`config.mk`:
```
export PLATFORM = sky130hd
export DESIGN_NAME = seq_detect_ctrl
export DESIGN_NICKNAME = d
export VERILOG_FILES = /design/src/rtl/seq_det_pkg.sv /design/src/rtl/seq_shift_cmp.sv /design/src/rtl/seq_detect_ctrl.sv
export SDC_FILE = /design/constraint.sdc
export NUM_CORES = 1
export LEC_CHECK = 0
export ABC_AREA = 1
export CORE_UTILIZATION = 55
export DETAILED_ROUTE_END_ITERATION = 10
export HOLD_SLACK_MARGIN = 0.05
export PLACE_DENSITY = 0.81
export SKIP_LAST_GASP = 1
export SYNTH_ARGS = -nofsm -noshare
export SYNTH_HDL_FRONTEND = slang
export SYNTH_SLANG_ARGS = --single-unit
export TNS_END_PERCENT = 30
```
`constraint.sdc`:
```
create_clock -name clk -period 5.97 [get_ports clk]
set_input_delay 1.4925 -clock clk [delete_from_list [all_inputs] [get_ports clk]]
set_output_delay 1.4925 -clock clk [all_outputs]
set_load 0.02 [all_outputs]
```
`src/rtl/seq_det_pkg.sv`:
```
// ----------------------------------------------------------------------------
// seq_det_pkg
//   Shared definitions for the configurable serial pattern detector.
//   - state_e  : controller FSM encoding (IDLE / RUN / DONE)
//   - DEF_PAT  : pattern loaded at reset (0110, right-aligned)
//   - DEF_LEN  : pattern length loaded at reset
// ----------------------------------------------------------------------------
package seq_det_pkg;

   typedef enum logic [1:0] {
      ST_IDLE = 2'd0,
      ST_RUN  = 2'd1,
      ST_DONE = 2'd2
   } state_e;

   localparam logic [7:0]  DEF_PAT = 8'h06;
   localparam int unsigned DEF_LEN = 4;

endpackage : seq_det_pkg

```
`src/rtl/seq_shift_cmp.sv`:
```
// ----------------------------------------------------------------------------
// seq_shift_cmp
//   History shift register, fill counter and length-masked pattern comparator.
//   The comparison is made against the post-shift history so that hit is
//   valid in the same cycle as the completing bit; the owner registers it.
// Ports
//   clk       in   1      rising-edge clock
//   reset     in   1      synchronous, active-high
//   shift_en  in   1      accept 'in' as a stream bit this cycle
//   flush     in   1      clear history and fill (start of a run)
//   in        in   1      serial data bit
//   pattern   in   PAT_W  reference pattern, right-aligned
//   len       in   LEN_W  active pattern length (1..PAT_W)
//   overlap   in   1      1 = keep fill after a hit, 0 = restart fill
//   hit       out  1      completing bit matched (combinational)
// ----------------------------------------------------------------------------
module seq_shift_cmp #(
   parameter int unsigned PAT_W = 8,
   parameter int unsigned LEN_W = 4
) (
   input  logic             clk,
   input  logic             reset,
   input  logic             shift_en,
   input  logic             flush,
   input  logic             in,
   input  logic [PAT_W-1:0] pattern,
   input  logic [LEN_W-1:0] len,
   input  logic             overlap,
   output logic             hit
);

   logic [PAT_W-1:0] hist_q, hist_d;
   logic [LEN_W-1:0] fill_q, fill_d;

   logic [PAT_W-1:0] shifted;
   logic [PAT_W-1:0] mask;
   logic [LEN_W-1:0] fill_inc;
   logic             cmp_ok;

   always_comb begin
      shifted = {hist_q[PAT_W-2:0], in};

      // Only the low 'len' bits take part in the comparison.
      mask = '0;
      for (int unsigned i = 0; i < PAT_W; i++) begin
         mask[i] = (i < 32'(len));
      end

      cmp_ok = (((shifted ^ pattern) & mask) == '0);

      // Fill saturates at len; it only tells us whether enough bits arrived.
      fill_inc = (fill_q >= len) ? len : fill_q + 1'b1;
   end

   always_comb begin
      hist_d = hist_q;
      fill_d = fill_q;
      hit    = 1'b0;
      if (flush) begin
         hist_d = '0;
         fill_d = '0;
      end else if (shift_en) begin
         hist_d = shifted;
         fill_d = fill_inc;
         hit    = (fill_inc >= len) && cmp_ok;
         // Non-overlap: stale history is ignored until len new bits arrive.
         if (hit && !overlap) begin
            fill_d = '0;
         end
      end
   end

   always_ff @(posedge clk) begin
      if (reset) begin
         hist_q <= '0;
         fill_q <= '0;
      end else begin
         hist_q <= hist_d;
         fill_q <= fill_d;
      end
   end

endmodule : seq_shift_cmp

```
`src/rtl/seq_detect_ctrl.sv`:
```
// ----------------------------------------------------------------------------
// seq_detect_ctrl
//   Programmable controller around a serial bit-pattern detector.
//   The host loads pattern/length/overlap/target while idle, starts a run,
//   and the block counts matches on the qualified serial stream, entering
//   DONE when the target count is reached (target 0 = run until abort).
// Ports
//   clk          in   1      single clock, rising edge
//   reset        in   1      synchronous, active-high
//   cfg_we       in   1      latch cfg_* (honoured in IDLE/DONE only)
//   cfg_pattern  in   PAT_W  pattern; first bit = [len-1], last = [0]
//   cfg_len      in   LEN_W  active pattern length, legal 1..PAT_W
//   cfg_overlap  in   1      1 = overlapping matches allowed
//   cfg_target   in   CNT_W  matches to reach done; 0 = unlimited
//   start        in   1      begin a run (IDLE/DONE only)
//   abort        in   1      end a run, return to IDLE
//   in_valid     in   1      'in' carries a stream bit this cycle
//   in           in   1      serial data bit
//   busy         out  1      high while running
//   done         out  1      level, high in DONE
//   match        out  1      one-cycle pulse, cycle after the completing bit
//   match_count  out  CNT_W  matches this run, saturating
//   cfg_err      out  1      sticky illegal-length flag
// ----------------------------------------------------------------------------
module seq_detect_ctrl
   import seq_det_pkg::*;
#(
   parameter int unsigned      PAT_W   = 8,
   parameter int unsigned      LEN_W   = 4,
   parameter int unsigned      CNT_W   = 8,
   parameter logic [PAT_W-1:0] DEF_PAT = PAT_W'(seq_det_pkg::DEF_PAT),
   parameter logic [LEN_W-1:0] DEF_LEN = LEN_W'(seq_det_pkg::DEF_LEN)
) (
   input  logic             clk,
   input  logic             reset,
   input  logic             cfg_we,
   input  logic [PAT_W-1:0] cfg_pattern,
   input  logic [LEN_W-1:0] cfg_len,
   input  logic             cfg_overlap,
   input  logic [CNT_W-1:0] cfg_target,
   input  logic             start,
   input  logic             abort,
   input  logic             in_valid,
   input  logic             in,
   output logic             busy,
   output logic             done,
   output logic             match,
   output logic [CNT_W-1:0] match_count,
   output logic             cfg_err
);

   state_e           state_q;
   logic             busy_q, done_q, match_q, cfg_err_q;
   logic [CNT_W-1:0] count_q;

   logic [PAT_W-1:0] pat_q;
   logic [LEN_W-1:0] len_q;
   logic             ovl_q;
   logic [CNT_W-1:0] tgt_q;

   logic             len_ok;
   logic             launch;
   logic             shift_en;
   logic             hit;
   logic [CNT_W-1:0] count_d;
   logic             reach;

   always_comb begin
      len_ok   = (cfg_len != '0) && (32'(cfg_len) <= PAT_W);
      // A launch clears the detector; abort in DONE takes priority over start.
      launch   = start && (((state_q == ST_IDLE) && !cfg_err_q) ||
                           ((state_q == ST_DONE) && !abort));
      shift_en = (state_q == ST_RUN) && in_valid;
      count_d  = (&count_q) ? count_q : count_q + 1'b1;
      reach    = (tgt_q != '0) && (count_d == tgt_q);
   end

   seq_shift_cmp #(
      .PAT_W (PAT_W),
      .LEN_W (LEN_W)
   ) u_shift_cmp (
      .clk      (clk),
      .reset    (reset),
      .shift_en (shift_en),
      .flush    (launch),
      .in       (in),
      .pattern  (pat_q),
      .len      (len_q),
      .overlap  (ovl_q),
      .hit      (hit)
   );

   always_ff @(posedge clk) begin
      if (reset) begin
         state_q   <= ST_IDLE;
         busy_q    <= 1'b0;
         done_q    <= 1'b0;
         match_q   <= 1'b0;
         cfg_err_q <= 1'b0;
         count_q   <= '0;
         pat_q     <= DEF_PAT;
         len_q     <= DEF_LEN;
         ovl_q     <= 1'b0;
         tgt_q     <= '0;
      end else begin
         match_q <= 1'b0;

         // Configuration is frozen while a run is in progress.
         if (cfg_we && (state_q != ST_RUN)) begin
            if (len_ok) begin
               pat_q     <= cfg_pattern;
               len_q     <= cfg_len;
               ovl_q     <= cfg_overlap;
               tgt_q     <= cfg_target;
               cfg_err_q <= 1'b0;
            end else begin
               cfg_err_q <= 1'b1;
            end
         end

         case (state_q)
            ST_IDLE: begin
               if (launch) begin
                  state_q <= ST_RUN;
                  busy_q  <= 1'b1;
                  count_q <= '0;
               end
            end
            ST_RUN: begin
               if (abort) begin
                  state_q <= ST_IDLE;
                  busy_q  <= 1'b0;
               end else if (hit) begin
                  match_q <= 1'b1;
                  count_q <= count_d;
                  if (reach) begin
                     state_q <= ST_DONE;
                     busy_q  <= 1'b0;
                     done_q  <= 1'b1;
                  end
               end
            end
            ST_DONE: begin
               if (abort) begin
                  state_q <= ST_IDLE;
                  done_q  <= 1'b0;
               end else if (launch) begin
                  state_q <= ST_RUN;
                  busy_q  <= 1'b1;
                  done_q  <= 1'b0;
                  count_q <= '0;
               end
            end
            default: begin
               state_q <= ST_IDLE;
               busy_q  <= 1'b0;
               done_q  <= 1'b0;
            end
         endcase
      end
   end

   assign busy        = busy_q;
   assign done        = done_q;
   assign match       = match_q;
   assign match_count = count_q;
   assign cfg_err     = cfg_err_q;

endmodule : seq_detect_ctrl

```
==> impl_metrics.ini, run 1 <==
[worst_setup_path]
r2r.worst_path.cells = 15
crit-reg2reg-launch = len_q[1]
critical_path.endpoint_type = flop
startpoint = cfg_len[0]
worstSetupEndpoint = pat_q[3]
timing.rr.end = match_count[0]
worstSetupStartpointType = input port
critPathKind = in2reg
crit_arrival_ns = 4.05
r2r_slack_ns = 2.84
path_max_fanout = 35
required_ns = 6.14

[timing]
finalMaxSlewViolations = 0
hold_ws_ns = 0.480
worst-slew-pin-transition_ns = 1.20
setup_viol = 0
part_of_the_cycle_the_worst_path_needs = 0.650
relSlewSlack = 0.195
fmax_mhz = 258
unrepaired_setup_endpoints_after_global_routing = false
report.final.hold_viol_count = 0
skew_ns = 0.00905
post-route-min-period_ns = 3.88
setup_tns_ns = 0

[drt]
post-route-drc-count = 0
routed_via_density = 5.60
vias_after_detailed_routing = 2594
routed_wirelength_um = 6160
drt_first_pass_iters = 5
detail_route.iter0.violations = 129
avgRoutedWirePerCell_um = 13.3
drtAntennaViolNets = 0

[die]
die_w_um = 70.1
die-height_um = 70.1
ios = 40
core_area_um2 = 4410
die-area_um2 = 4910
rows = 24
initial_core_util = 0.578

[layout]
seqCellArea_um2 = 921
area_growth_syn_to_layout_pct = 19.4
num_antenna_cells = 0
fillerInstances = 387
area_used_by_multi_input_combinational_logic_um2 = 1430
nets = 448
ratio_of_cells_with_drive_above_1_in_the_final_layout = 0.0487

[placed_design]
port-buffer-count = 39
hpwl_um = 4710
place.gp.congestion = 0.887

[synth]
syn-instance-count = 374
syn_area_per_cell_um2 = 6.82
synth_flop_cell = dfxtp_1
synth-async-reset-ratio = 0
synth.ff_latch_count = 46
yosysWarningCount = 0
synth_cell_types = 32
mappedNetlistArea_um2 = 2550
synth-edff-count = 0
synth.yosys.seq_area_share = 0.361
syn_nets = 412

[power_and_ir_drop]
leakage_nw = 1.31
power-per-cell-area_nw_per_um2 = 216
ir_drop_v = 0.000176

[status]
run_status = complete, no violations

[clock_network]
worstSkewPairLatency_ns = 0.30
cts-hold-fix-buffers = 0
max_buffers_root_to_sink = 2
cts-resized-gates = 0
htree_levels = 2
clock_sinks = 46
cts_tree = built
cts_buffers = 5
clkTransAtPathRegs_ns = 0.09
cts_post_setup_buffers_inserted = 0
cts_root_buf = clkbuf_8

[flow_run]
maxCapViolations = 0

[global_routing]
via_count_of_the_first_global_routing_pass = 2372
grt_pass1_wl_um = 10500
grt_antenna_before_repair = 0
grt_overflow_total = 0
grtUsageTotal = 0.268
grt_max_degree = 36

[hold_path]
min_path_type = reg2reg
-- cell usage in the layout (no fill, tap or decap) --
master           instances
nor2_8                   1
clkinv_4                 1
a21oi_1                 39
nor2_4                   1
inv_6                    1
ha_1                    10
nand3_2                  1
nand2_4                  1
dfxtp_1                 46
nor2_2                   2
o21bai_1                 3
nand4_1                  7
nand3_1                 39
nand2_2                  3
clkbuf_8                 5
or2_1                    1
xnor2_1                  2
clkinv_1                 1
a22oi_1                  1
clkdlybuf4s50_1         39
a211oi_1                 1
clkinvlp_4               1
nand2_1                103
o211ai_1                 3
nor2_1                  24
nand3b_1                 1
o21ai_1                  1
inv_2                    1
nor3_1                   1
or2_2                    1
xor2_1                   8
nor3_2                   1
inv_1                   36
o21ai_0                 25
-- per-stage QoR --
stage	util	setup slack [ns]	cells	area [um2]	power, mW
2_1_floorplan	-	3.42	374	2550	0.421
3_5_place_dp	0.669	1.78	455	2950	0.467
6_report	0.690	2.09	463	3050	0.657
3_3_place_gp	0.669	1.89	455	2950	0.463
4_1_cts	0.690	2.12	463	3050	0.659
5_1_grt	0.690	1.82	463	3050	0.693
-- cell families (layout without fill, tap and decap cells) --
kind of cell    after synthesis  after routing  synth area share
xor+xnor                     10             10            0.0343
buf+inv                      48             85            0.0775
simple gates                187            187             0.327
fa+ha+maj                    10             10            0.0490
compound gates               73             73             0.151
flops                        46             46             0.361
-- final cells by class --
type                    count  area share
multi-input cells         280       0.470
inverters                  38      0.0468
repair buffers             39       0.128
clock inverters             3     0.00822
well taps                  52      0.0214
clock buffers               5      0.0226
flip-flops and latches     46       0.302
-- flip-flops by register name (all words and copies together) (netlist names), 2 cells and up --
register / cells
pat_q: 8
u_shift_cmp.fill_q: 4
u_shift_cmp.hist_q: 7
tgt_q: 8
match_count: 8
state_q: 2
len_q: 4
-- power by group --
group          total, mW  switching (mW)  internal, mW
logic              0.129          0.0755        0.0534
registers          0.333          0.0116         0.321
clock network      0.196           0.111        0.0846
-- worst min-delay path by stage --
stage	from	slack [ns]	end	depth (start not counted)
2_1_floorplan	ovl_q	0.43	ovl_q	2
3_3_place_gp	done	0.45	done	2
3_5_place_dp	state_q[0]	0.47	busy	1
4_1_cts	u_shift_cmp.hist_q[6]	0.48	u_shift_cmp.hist_q[6]	2
5_1_grt	u_shift_cmp.hist_q[6]	0.49	u_shift_cmp.hist_q[6]	2
6_report	done	0.48	done	2
-- worst max-delay path, cell delays in order --
cell,delay [ns]
clkdlybuf4s50_1,0.46
nor2_1,0.12
nand2_1,0.07
or2_2,0.27
nand3_1,0.83
clkinv_1,0.54
nand2_1,0.18
a21oi_1,0.08
-- layer usage --
| metal | part of all wire | vias up | track usage |
|---|---|---|---|
| met5 | 0 | - | 0 |
| li1 | - | 1301 | - |
| met1 | 0.47 | 1179 | 0.361 |
| met2 | 0.46 | 100 | 0.432 |
| met3 | 0.052 | 14 | 0.0418 |
| met4 | 0.018 | 0 | 0.100 |
-- Yosys cell counts, types with 2 or more instances --
master    instances  area, um2
nand2_1         103        387
dfxtp_1          46        921
a21oi_1          39        195
nand3_1          39        195
inv_1            36        135
o21ai_0          25        125
nor2_1           24       90.1
ha_1             10        125
xor2_1            8       70.1
nand4_1           7       43.8
clkbuf_1          6       22.5
nand2_2           3       18.8
o211ai_1          3       22.5
o21bai_1          3       22.5
buf_2             2       10.0
buf_6             2       22.5
nor2_2            2       12.5
xnor2_1           2       17.5
(Power assumes the default switching activity.)
==> inputs of run 2 (changes only) <==
Settings changed: CORE_UTILIZATION 55 to 48, PLACE_DENSITY 0.81 to 0.75.
Clock period 5.97 ns to 3.25 ns, I/O delays scaled along.
==> run 2 against run 1 <==
Critical path type is now reg2reg; cell count grew 4.5%; critical path depth is 7 higher; largest power group unchanged; sequential share of layout area shrank 0.48 points; largest cell class unchanged; register-to-register slack worse by 2.6 ns.
==> impl_metrics.ini, run 2 (synthesis gave the netlist of run 1 again) <==
[die]
die_w_um = 74.9
die-height_um = 74.9
core_area_um2 = 5110
ios = 40
die-area_um2 = 5610
rows = 26
initial_core_util = 0.500

[drt]
vias_after_detailed_routing = 2571
routed_wirelength_um = 6110
routed_via_density = 5.31
detail_route.iter0.violations = 143
post-route-drc-count = 0
drtAntennaViolNets = 0
drt_first_pass_iters = 4
avgRoutedWirePerCell_um = 12.6

[flow_run]
maxCapViolations = 0

[layout]
layout.cells.most_common_list = 103 x nand2_1, 46 x dfxtp_1, 39 x a21oi_1, 39 x nand3_1, 39 x clkdlybuf4s50_1
area_used_by_multi_input_combinational_logic_um2 = 1430
layout_commonest_cell = nand2_1
nets = 453
num_antenna_cells = 0
seqCellArea_um2 = 921
fillerInstances = 508
ratio_of_cells_with_drive_above_1_in_the_final_layout = 0.0556
area_growth_syn_to_layout_pct = 21.3

[power_and_ir_drop]
leakage_nw = 1.33
sw_ratio = 0.281
net-switching-power_mw = 0.335
power_frac_seq = 0.513
power-per-cell-area_nw_per_um2 = 385
p_comb_frac = 0.201
p_int_mw = 0.856
clock_power_share = 0.287
ir_drop_v = 0.000204

[timing]
worst-slew-pin-transition_ns = 0.611
part_of_the_cycle_the_worst_path_needs = 0.917
unrepaired_setup_endpoints_after_global_routing = false
setup_viol = 0
finalMaxSlewViolations = 0
skew_ns = 0.00492
report.final.hold_viol_count = 0
post-route-min-period_ns = 2.98
fmax_mhz = 336
relSlewSlack = 0.592
hold_ws_ns = 0.471
setup_tns_ns = 0

[global_routing]
grt_overflow_total = 0
grtUsageTotal = 0.240
grt_antenna_before_repair = 0
via_count_of_the_first_global_routing_pass = 2338
grt_pass1_wl_um = 10300
grt_max_degree = 25

[worst_setup_path]
critPathKind = reg2reg
critical_path.cell_chain = inv_1 > ha_1 > inv_1 > nor2_1 > o211ai_1 > nand3_1 > o21ai_0 > ha_1 > a21oi_1 > nand3_1 > nand4_1 > nor2_2 > nor2_2 > nand2_1 > a21oi_1
worst_path_max_delay_cell = dfxtp_1
crit_buf_inv = 2
critPathMaxStageDelay_ns = 0.36
required_ns = 3.48
critical_path.endpoint_type = flop
crit_arrival_ns = 3.21
path_max_fanout = 8
worstSetupStartpointType = flop
worst_path_dominant_cell_family = simple AND/OR/NAND/NOR gates

[clock_network]
cts_tree = built
cts-hold-fix-buffers = 0
worstSkewPairLatency_ns = 0.29
cts_root_buf = clkbuf_8
htree_levels = 2
clkTransAtPathRegs_ns = 0.08
cts-resized-gates = 0
cts_buffers = 5
clock_sinks = 46
max_buffers_root_to_sink = 2
cts_post_setup_buffers_inserted = 0

[placed_design]
place.gp.congestion = 0.901
port-buffer-count = 39
hpwl_um = 4770

[status]
run_status = complete, no violations

[hold_path]
min_path_type = reg2reg
-- run 2: cell types whose count changed in the layout (fill, tap and decap cells not counted) --
cell,before,now
buf_4,0,5
clkbuf_8,5,6
clkinv_4,1,0
clkinvlp_4,1,0
inv_6,1,0
-- run 2: metal layers --
layer | up-vias | global-route usage | wire length [um]
met1 | 1179 | 0.300 | 2850
met2 | 71 | 0.426 | 2890
met3 | 7 | 0.0388 | 298
met5 | - | 0 | 0
li1 | 1314 | - | -
met4 | 0 | 0.0692 | 71
-- run 2: worst paths after layout --
path,to,slack [ns],start,depth (start not counted)
worst max-delay path,match_count[2],0.27,len_q[1],15
worst min-delay path,done,0.47,done,2
worst max register to register,match_count[2],0.27,len_q[1],15
worst min register to register,done,0.47,done,2
-- run 2: cell type report --
| cell class | instances | share of cell area |
|---|---|---|
| Clock buffer | 6 | 0.0267 |
| Inverter | 38 | 0.0461 |
| Multi-Input combinational cell | 280 | 0.463 |
| Sequential cell | 46 | 0.298 |
| Tap cell | 70 | 0.0283 |
| Timing Repair Buffer | 44 | 0.138 |
-- run 2: through the flow --
stage | cell area (um2) | setup slack, ns | instances | utilization | power [mW]
3_3_place_gp | 3010 | 0.483 | 478 | 0.590 | 0.856
2_1_floorplan | 2550 | 0.697 | 374 | - | 0.773
4_1_cts | 3090 | 0.306 | 484 | 0.606 | 1.20
5_1_grt | 3090 | 0.0132 | 484 | 0.606 | 1.26
6_report | 3090 | 0.271 | 484 | 0.606 | 1.19
3_5_place_dp | 3010 | 0.350 | 478 | 0.590 | 0.860
-- run 2: power groups by stage --
stage               logic, mW  clock network (mW)  registers [mW]
floorplan               0.152                   0           0.621
global placement        0.232                   0           0.623
detailed placement      0.237                   0           0.624
CTS                     0.238               0.350           0.611
global route            0.271               0.374           0.615
finish                  0.239               0.341           0.611
-- run 2: worst register-to-register path, delay by kind of cell (launching register included) --
| family | cells | cell delay (ns) |
|---|---|---|
| adder cells (fa/ha/maj) | 2 | 0.66 |
| AO/OA/AOI/OAI | 4 | 0.75 |
| AND/OR/NAND/NOR | 7 | 0.96 |
| flip-flops | 1 | 0.36 |
| buffers and inverters | 2 | 0.19 |
